--- src/rtl/profile_ci_pkg.sv ---
// ---------------------------------------------------------------------------
// profile_ci_pkg
// Shared definitions for the profile snapshot initiator:
//   - ci_state_e : sequencing FSM states
//   - EN_LSB / DIS_LSB / CLR_LSB : field offsets inside CI operand B
//   - CNT_* : profile counter indices (operand A select / snapshot entry)
//   - ci_field() : places a 4-bit counter mask at a given operand-B offset
// ---------------------------------------------------------------------------
package profile_ci_pkg;

    typedef enum logic [2:0] {
        ST_IDLE   = 3'd0,
        ST_FREEZE = 3'd1,
        ST_RD0    = 3'd2,
        ST_RD1    = 3'd3,
        ST_RD2    = 3'd4,
        ST_RD3    = 3'd5,
        ST_RESUME = 3'd6,
        ST_ABORT  = 3'd7
    } ci_state_e;

    localparam int EN_LSB  = 0;
    localparam int DIS_LSB = 4;
    localparam int CLR_LSB = 8;

    localparam logic [1:0] CNT_CYCLES  = 2'd0;
    localparam logic [1:0] CNT_STALL   = 2'd1;
    localparam logic [1:0] CNT_BUSIDLE = 2'd2;
    localparam logic [1:0] CNT_USER    = 2'd3;

    function automatic logic [31:0] ci_field(input logic [3:0] bits, input int lsb);
        return ({28'd0, bits} << lsb);
    endfunction

endpackage

--- src/rtl/ci_issue.sv ---
// ---------------------------------------------------------------------------
// ci_issue
// Single custom-instruction transaction engine. A one-cycle 'issue' launches a
// transaction: start pulses for one cycle and the operands are captured and
// held until the next issue. Done is accepted from the start cycle onwards;
// if TIMEOUT cycles (start cycle included) pass without done the transaction
// is abandoned. complete/abort are one-cycle strobes in the deciding cycle.
// Ports:
//   clock, reset       clock, asynchronous active-low reset
//   issue              launch a transaction with op_a/op_b
//   op_a, op_b         operands to capture on issue
//   ci_done            responder done
//   start              registered CI start pulse
//   value_a, value_b   registered, held operands
//   complete, abort    outstanding transaction finished / timed out
// ---------------------------------------------------------------------------
module ci_issue #(
    parameter int TIMEOUT = 16
) (
    input  logic        clock,
    input  logic        reset,
    input  logic        issue,
    input  logic [31:0] op_a,
    input  logic [31:0] op_b,
    input  logic        ci_done,
    output logic        start,
    output logic [31:0] value_a,
    output logic [31:0] value_b,
    output logic        complete,
    output logic        abort
);

    localparam int CNT_W = $clog2(TIMEOUT + 1);
    localparam logic [CNT_W-1:0] CNT_LIMIT = CNT_W'(TIMEOUT);
    localparam logic [CNT_W-1:0] CNT_ONE   = CNT_W'(1);

    logic             start_r;
    logic             pend_r;
    logic [CNT_W-1:0] cnt_r;
    logic [31:0]      a_r;
    logic [31:0]      b_r;

    // cnt_r holds the 1-based cycle number of the current wait cycle, so the
    // limit compare fires on exactly the TIMEOUT-th cycle without done.
    assign complete = pend_r & ci_done;
    assign abort    = pend_r & ~ci_done & (cnt_r >= CNT_LIMIT);
    assign start    = start_r;
    assign value_a  = a_r;
    assign value_b  = b_r;

    // Start pulse, operand capture, outstanding flag and saturating wait counter.
    always_ff @(posedge clock or negedge reset) begin
        if (!reset) begin
            start_r <= 1'b0;
            pend_r  <= 1'b0;
            cnt_r   <= '0;
            a_r     <= 32'd0;
            b_r     <= 32'd0;
        end else begin
            start_r <= issue;
            if (issue) begin
                // A new issue wins over the completion of the previous one.
                a_r    <= op_a;
                b_r    <= op_b;
                pend_r <= 1'b1;
                cnt_r  <= CNT_ONE;
            end else if (complete || abort) begin
                pend_r <= 1'b0;
                cnt_r  <= '0;
            end else if (pend_r && (cnt_r != CNT_LIMIT)) begin
                cnt_r <= cnt_r + CNT_ONE;
            end else begin
                cnt_r <= cnt_r;
            end
        end
    end

endmodule

--- src/rtl/profile_snapshot_initiator.sv ---
// ---------------------------------------------------------------------------
// profile_snapshot_initiator
// Second CI master beside the CPU. On trigger it freezes the four profile
// counters, reads them into a 4-entry snapshot file, then re-enables them.
// Sequence: IDLE -> FREEZE -> RD0..RD3 -> RESUME -> IDLE, any active state
// may divert to ABORT on a CI timeout.
// Optional build macro SNAP_CLEAR_EN: RESUME also clears the re-enabled
// counters so each snapshot reads a per-interval delta.
// Ports:
//   clock, reset        clock, asynchronous active-low reset
//   trigger             snapshot request, ignored while busy
//   ciStart/ciCin       CI start pulse / opcode (customId)
//   ciValueA/ciValueB   CI operands (counter select / en,dis,clr masks)
//   ciDone/ciResult     CI responder done and result
//   busy                sequence in progress
//   snapValid           snapshot file holds a complete snapshot
//   snapIndex/snapData  combinational snapshot read port
//   errTimeout          sticky CI timeout flag, cleared by accepted trigger
// ---------------------------------------------------------------------------
module profile_snapshot_initiator
    import profile_ci_pkg::*;
#(
    parameter logic [7:0] customId    = 8'h00,
    parameter int         TIMEOUT     = 16,
    parameter logic [3:0] ENABLE_MASK = 4'hF
) (
    input  logic        clock,
    input  logic        reset,
    input  logic        trigger,
    output logic        ciStart,
    output logic [7:0]  ciCin,
    output logic [31:0] ciValueA,
    output logic [31:0] ciValueB,
    input  logic        ciDone,
    input  logic [31:0] ciResult,
    output logic        busy,
    output logic        snapValid,
    input  logic [1:0]  snapIndex,
    output logic [31:0] snapData,
    output logic        errTimeout
);

    localparam logic [31:0] FREEZE_B = ci_field(4'hF, DIS_LSB);
`ifdef SNAP_CLEAR_EN
    localparam logic [31:0] RESUME_B = ci_field(ENABLE_MASK, EN_LSB) | ci_field(ENABLE_MASK, CLR_LSB);
`else
    localparam logic [31:0] RESUME_B = ci_field(ENABLE_MASK, EN_LSB);
`endif

    ci_state_e   state_r;
    logic        busy_r;
    logic        snap_valid_r;
    logic        err_timeout_r;
    logic [31:0] snap_r [4];

    logic        issue_s;
    logic [31:0] nxt_a_s;
    logic [31:0] nxt_b_s;
    logic        complete_s;
    logic        abort_s;

    ci_issue #(
        .TIMEOUT (TIMEOUT)
    ) u_issue (
        .clock    (clock),
        .reset    (reset),
        .issue    (issue_s),
        .op_a     (nxt_a_s),
        .op_b     (nxt_b_s),
        .ci_done  (ciDone),
        .start    (ciStart),
        .value_a  (ciValueA),
        .value_b  (ciValueB),
        .complete (complete_s),
        .abort    (abort_s)
    );

    assign ciCin      = customId;
    assign busy       = busy_r;
    assign snapValid  = snap_valid_r;
    assign errTimeout = err_timeout_r;
    assign snapData   = snap_r[snapIndex];

    // Launch the next state's transaction in the cycle the current one completes.
    always_comb begin
        issue_s = 1'b0;
        nxt_a_s = 32'd0;
        nxt_b_s = 32'd0;
        case (state_r)
            ST_IDLE: begin
                // busy_r still set here means the post-RESUME cycle: not accepting.
                if (trigger && !busy_r) begin
                    issue_s = 1'b1;
                    nxt_b_s = FREEZE_B;
                end else begin
                    issue_s = 1'b0;
                end
            end
            ST_FREEZE: begin
                if (complete_s) begin
                    issue_s = 1'b1;
                    nxt_a_s = {30'd0, CNT_CYCLES};
                end else begin
                    issue_s = 1'b0;
                end
            end
            ST_RD0: begin
                if (complete_s) begin
                    issue_s = 1'b1;
                    nxt_a_s = {30'd0, CNT_STALL};
                end else begin
                    issue_s = 1'b0;
                end
            end
            ST_RD1: begin
                if (complete_s) begin
                    issue_s = 1'b1;
                    nxt_a_s = {30'd0, CNT_BUSIDLE};
                end else begin
                    issue_s = 1'b0;
                end
            end
            ST_RD2: begin
                if (complete_s) begin
                    issue_s = 1'b1;
                    nxt_a_s = {30'd0, CNT_USER};
                end else begin
                    issue_s = 1'b0;
                end
            end
            ST_RD3: begin
                if (complete_s) begin
                    issue_s = 1'b1;
                    nxt_b_s = RESUME_B;
                end else begin
                    issue_s = 1'b0;
                end
            end
            default: begin
                issue_s = 1'b0;
            end
        endcase
    end

    // Sequencing FSM, status flags and snapshot register file.
    always_ff @(posedge clock or negedge reset) begin
        if (!reset) begin
            state_r       <= ST_IDLE;
            busy_r        <= 1'b0;
            snap_valid_r  <= 1'b0;
            err_timeout_r <= 1'b0;
            for (int i = 0; i < 4; i++) begin
                snap_r[i] <= 32'd0;
            end
        end else if (abort_s) begin
            // Entries already read are kept; the counters stay frozen.
            state_r       <= ST_ABORT;
            err_timeout_r <= 1'b1;
        end else begin
            case (state_r)
                ST_IDLE: begin
                    if (trigger && !busy_r) begin
                        state_r       <= ST_FREEZE;
                        busy_r        <= 1'b1;
                        snap_valid_r  <= 1'b0;
                        err_timeout_r <= 1'b0;
                    end else if (busy_r) begin
                        // Return cycle after RESUME: publish the snapshot.
                        busy_r       <= 1'b0;
                        snap_valid_r <= 1'b1;
                    end else begin
                        state_r <= ST_IDLE;
                    end
                end
                ST_FREEZE: begin
                    if (complete_s) begin
                        state_r <= ST_RD0;
                    end else begin
                        state_r <= ST_FREEZE;
                    end
                end
                ST_RD0: begin
                    if (complete_s) begin
                        snap_r[CNT_CYCLES] <= ciResult;
                        state_r            <= ST_RD1;
                    end else begin
                        state_r <= ST_RD0;
                    end
                end
                ST_RD1: begin
                    if (complete_s) begin
                        snap_r[CNT_STALL] <= ciResult;
                        state_r           <= ST_RD2;
                    end else begin
                        state_r <= ST_RD1;
                    end
                end
                ST_RD2: begin
                    if (complete_s) begin
                        snap_r[CNT_BUSIDLE] <= ciResult;
                        state_r             <= ST_RD3;
                    end else begin
                        state_r <= ST_RD2;
                    end
                end
                ST_RD3: begin
                    if (complete_s) begin
                        snap_r[CNT_USER] <= ciResult;
                        state_r          <= ST_RESUME;
                    end else begin
                        state_r <= ST_RD3;
                    end
                end
                ST_RESUME: begin
                    if (complete_s) begin
                        state_r <= ST_IDLE;
                    end else begin
                        state_r <= ST_RESUME;
                    end
                end
                ST_ABORT: begin
                    state_r <= ST_IDLE;
                    busy_r  <= 1'b0;
                end
                default: begin
                    state_r <= ST_IDLE;
                    busy_r  <= 1'b0;
                end
            endcase
        end
    end

endmodule

--- config.mk ---
export PLATFORM = sky130hd
export DESIGN_NAME = profile_snapshot_initiator
export DESIGN_NICKNAME = d
export VERILOG_FILES = /design/src/rtl/profile_ci_pkg.sv /design/src/rtl/ci_issue.sv /design/src/rtl/profile_snapshot_initiator.sv
export SDC_FILE = /design/constraint.sdc
export NUM_CORES = 1
export LEC_CHECK = 0
export CAP_MARGIN = 15
export CORE_MARGIN = 2
export CORE_UTILIZATION = 52
export DETAILED_ROUTE_END_ITERATION = 10
export GPL_TIMING_DRIVEN = 0
export PLACE_DENSITY = 0.87
export SLEW_MARGIN = 5
export SYNTH_ARGS = -nofsm -noshare
export SYNTH_HDL_FRONTEND = slang
export SYNTH_SLANG_ARGS = --single-unit
export TNS_END_PERCENT = 100
--- constraint.sdc ---
create_clock -name clock -period 2.6 [get_ports clock]
set_clock_uncertainty 0.1 [all_clocks]
set_input_delay 0.52 -clock clock [delete_from_list [all_inputs] [get_ports clock]]
set_output_delay 0.52 -clock clock [all_outputs]
set_load 0.05 [all_outputs]
==> flow_summary_export.csv <==
group,metric,value,unit
floorplan,die_w,120,um
layout,antenna_cells,0,
placed_design,pre_cts_ws,-0.905,ns
yosys,synth_top_area_cell,"dfrtp_1",
flow_run,maxCapViolations,0,
detailed_routing,detail_route.iter0.violations,226,
floorplan,die_h,120,um
placed_design,port_buffers,82,
layout,drive_gt1_share,45.9,%
layout,regArea,0.00363,mm^2
critical_path,start_kind,"input pin",
sta,worst_slack,0.0469,ns
yosys,yosysWarnings,0,
sta,fin_crit_sh,98.2,%
worst_hold_path,hp-class,"in2async",
critical_path,r2r_slack,0.68,ns
pwr,leakage,4.16,nW
clock_tree,cts_buffers,17,
sta,max-slew-margin-rel,47.3,%
yosys,synth_edf_count,0,
critical_path,worstPathRequired,1.98,ns
yosys,syn_area,0.00699,mm^2
layout,fillers,944,
critical_path,slowest_delay,0.54,ns
grt,grt_use_total,20.3,%
clock_tree,cts_setup_buffers,0,
critical_path,rr_startpoint,"state_r[1]$_DFFE_PN0P_",
floorplan,coreArea,0.0132,mm^2
clock_tree,clkSlewWorstSetupHoldPaths,0.05,ns
grt,grt_pass1_wl,22600,um
critical_path,worst_path_max_delay_cell,"mux4_2",
yosys,synth_top_area_share,51.9,%
critical_path,end_kind,"output port",
placed_design,place_congestion,0.778,
detailed_routing,ant_nets,0,
yosys,synth.distinct_cells,45,
detailed_routing,drcViolationCount,0,
clock_tree,cts_tree,"yes",
sta,period_minus_slack,2.55,ns
pwr,power,11.0,mW
pwr,pwr_density_cell,1230,mW/mm^2
yosys,synthArstFlopShare,100,%
yosys,syn-instance-count,467,
yosys,synth_area_leaders,"dfrtp_1, mux2_2, mux4_2, buf_4, mux2_1",
layout,final_cell_area,0.00890,mm^2
pwr,vdd_drop_max,661,uV
layout,layout-area-overhead-vs-synth,27.4,%
layout,multi_input_area,0.00288,mm^2
sta,fmax,0.392,GHz
sta,hold_slack,0.0765,ns
yosys,synth_flop_cell,"dfrtp_1",
critical_path,critPathKind,"in2out",
yosys,synth_common_cells,"dfrtp_1, mux2_2, buf_4",
clock_tree,clock_sinks,145,
sta,setup_viol,0,
critical_path,ff2ff_path_depth,4,
grt,grt.overflow.total,0,
detailed_routing,wire_per_inst,16.9,um
sta,finalMaxSlewViolations,0,
sta,tightest_slew,0.790,ns
placed_design,placed_area,0.00829,mm^2
clock_tree,cts_root_buf,"clkbuf_16",
clock_tree,ctsHtreeMaxLevel,4,
clock_tree,cts_buffer_depth,2,
grt,grt_max_degree,87,
critical_path,cp_cell_sequence,"clkbuf_2 > buf_6 > mux4_2 > dlygate4sd2_1",
floorplan,num_io_pins,146,
floorplan,row_count,42,
yosys,seq_area_frac_synth,51.9,%
detailed_routing,vias,4176,
placed_design,dp.final_hpwl,9570,um
sta,hold_viol,0,
critical_path,critical_path_arrival,1.93,ns
outcome,outcome,"completed",
grt,grt_pass1_vias,4458,
critical_path,r2r-end,"snap_r[34]$_DFFE_PN0P_",
floorplan,initial_utilization,53.0,%
detailed_routing,via_per_inst,5.10,
yosys,synth_seq_cells,145,
detailed_routing,wl,13900,um
yosys,synth.avg_cell_area,15.0,um^2
floorplan,die_area,0.0144,mm^2
clock_tree,clk_latency,0.41,ns
detailed_routing,first_pass_iters,4,
critical_path,worstPathMaxFanout,10,
yosys,yosysMostFrequentCell,"dfrtp_1",
sta,rsz0062_at_grt,"true",
layout,final_nets,670,
grt,antenna_found_initial,0,
-- cell usage in the layout, fill, tap and decap left out, types with 2 or more instances in the layout --
| master | n |
|---|---|
| nor2_1 | 2 |
| a311o_1 | 3 |
| buf_4 | 75 |
| dfrtp_1 | 145 |
| mux4_2 | 32 |
| conb_1 | 62 |
| and2_1 | 2 |
| clkbuf_2 | 9 |
| buf_6 | 11 |
| clkdlybuf4s15_2 | 8 |
| nor3_4 | 2 |
| buf_2 | 6 |
| nor4_1 | 2 |
| clkdlybuf4s50_1 | 48 |
| clkbuf_16 | 17 |
| clkbuf_1 | 4 |
| mux2_2 | 115 |
| dlygate4sd2_1 | 16 |
| o21ai_0 | 5 |
| inv_1 | 6 |
| ha_1 | 2 |
| nand2_1 | 6 |
| nand3b_1 | 3 |
| a31oi_1 | 3 |
| a21oi_1 | 3 |
| o211ai_1 | 2 |
| nand3_1 | 6 |
| mux2_1 | 13 |
| bufinv_16 | 5 |
| clkinv_2 | 4 |
-- where the power goes --
group	internal [mW]	switching, mW	total [mW]
Combinational	1.98	2.48	4.47
Sequential	3.32	0.581	3.90
Clock	1.70	0.893	2.59
Total	7.00	3.96	11.0
-- state kept, by name, indices dropped and copies added, names as in the netlist --
register / cells
u_issue.pend_r: 1
busy: 1
snap_r: 128
errTimeout: 1
u_issue.value_b: 2
snapValid: 1
u_issue.cnt_r: 5
u_issue.start: 1
state_r: 3
u_issue.value_a: 2
-- per-stage QoR --
step                instances  TNS, ns  utilization, %
floorplan                 528        0               -
global placement          786  -659.18            62.6
detailed placement        787   -26.51            62.8
CTS                       819   -0.273            67.7
global route              819  -0.0192            67.5
finish                    819        0            67.5
-- worst max-delay path: cells and delay by family --
family | cells | cell delay [ns]
multiplexers | 1 | 0.54
buffers and inverters | 3 | 0.87
-- logic make-up after synthesis --
family | Yosys count | synth area share [%]
buffers and inverters | 99 | 10.2
xor gates and xnor gates | 1 | 0.125
DFF | 145 | 51.9
muxes | 160 | 30.9
adders and majority gates | 2 | 0.358
AOI/OAI and AO/OA | 24 | 2.61
and+or+nand+nor | 35 | 3.85
other | 1 | 0.0537
-- repair_timing --
action | in CTS | in global routing
gates resized for setup | 61 | 19
hold buffers | 0 | 0
endpoints found under the setup margin | 32 | 14
-- final cells by class --
type / count / share of cell area, %
sequential: 145 / 40.8
multi-input combinational: 284 / 32.4
timing repair buffer: 83 / 8.98
buffer: 93 / 8.14
clock buffer: 21 / 4.95
tap: 176 / 2.47
clock inverter: 11 / 2.09
inverter: 6 / 0.253
-- routing by layer --
| layer | up-vias | wire [um] | track usage [%] |
|---|---|---|---|
| met5 | - | 0 | 0 |
| met3 | 16 | 623 | 3.85 |
| li1 | 1912 | - | - |
| met2 | 113 | 7370 | 35.9 |
| met4 | 0 | 189 | 6.99 |
| met1 | 2135 | 5700 | 25.1 |
-- worst max path at each step --
stage                            start                      to  slack (ns)  depth (start not counted)
after global placement           reset  snap_r[38]$_DFFE_PN0P_       -4.38                          1
after detailed placement  snapIndex[1]            snapData[30]       -0.91                          4
after floorplan           snapIndex[0]            snapData[10]        0.25                          3
after global routing      snapIndex[0]            snapData[27]       -0.01                          4
final                     snapIndex[0]            snapData[27]        0.05                          4
after CTS                 snapIndex[0]             snapData[2]       -0.04                          4
Power figures use the tool's default switching activity.
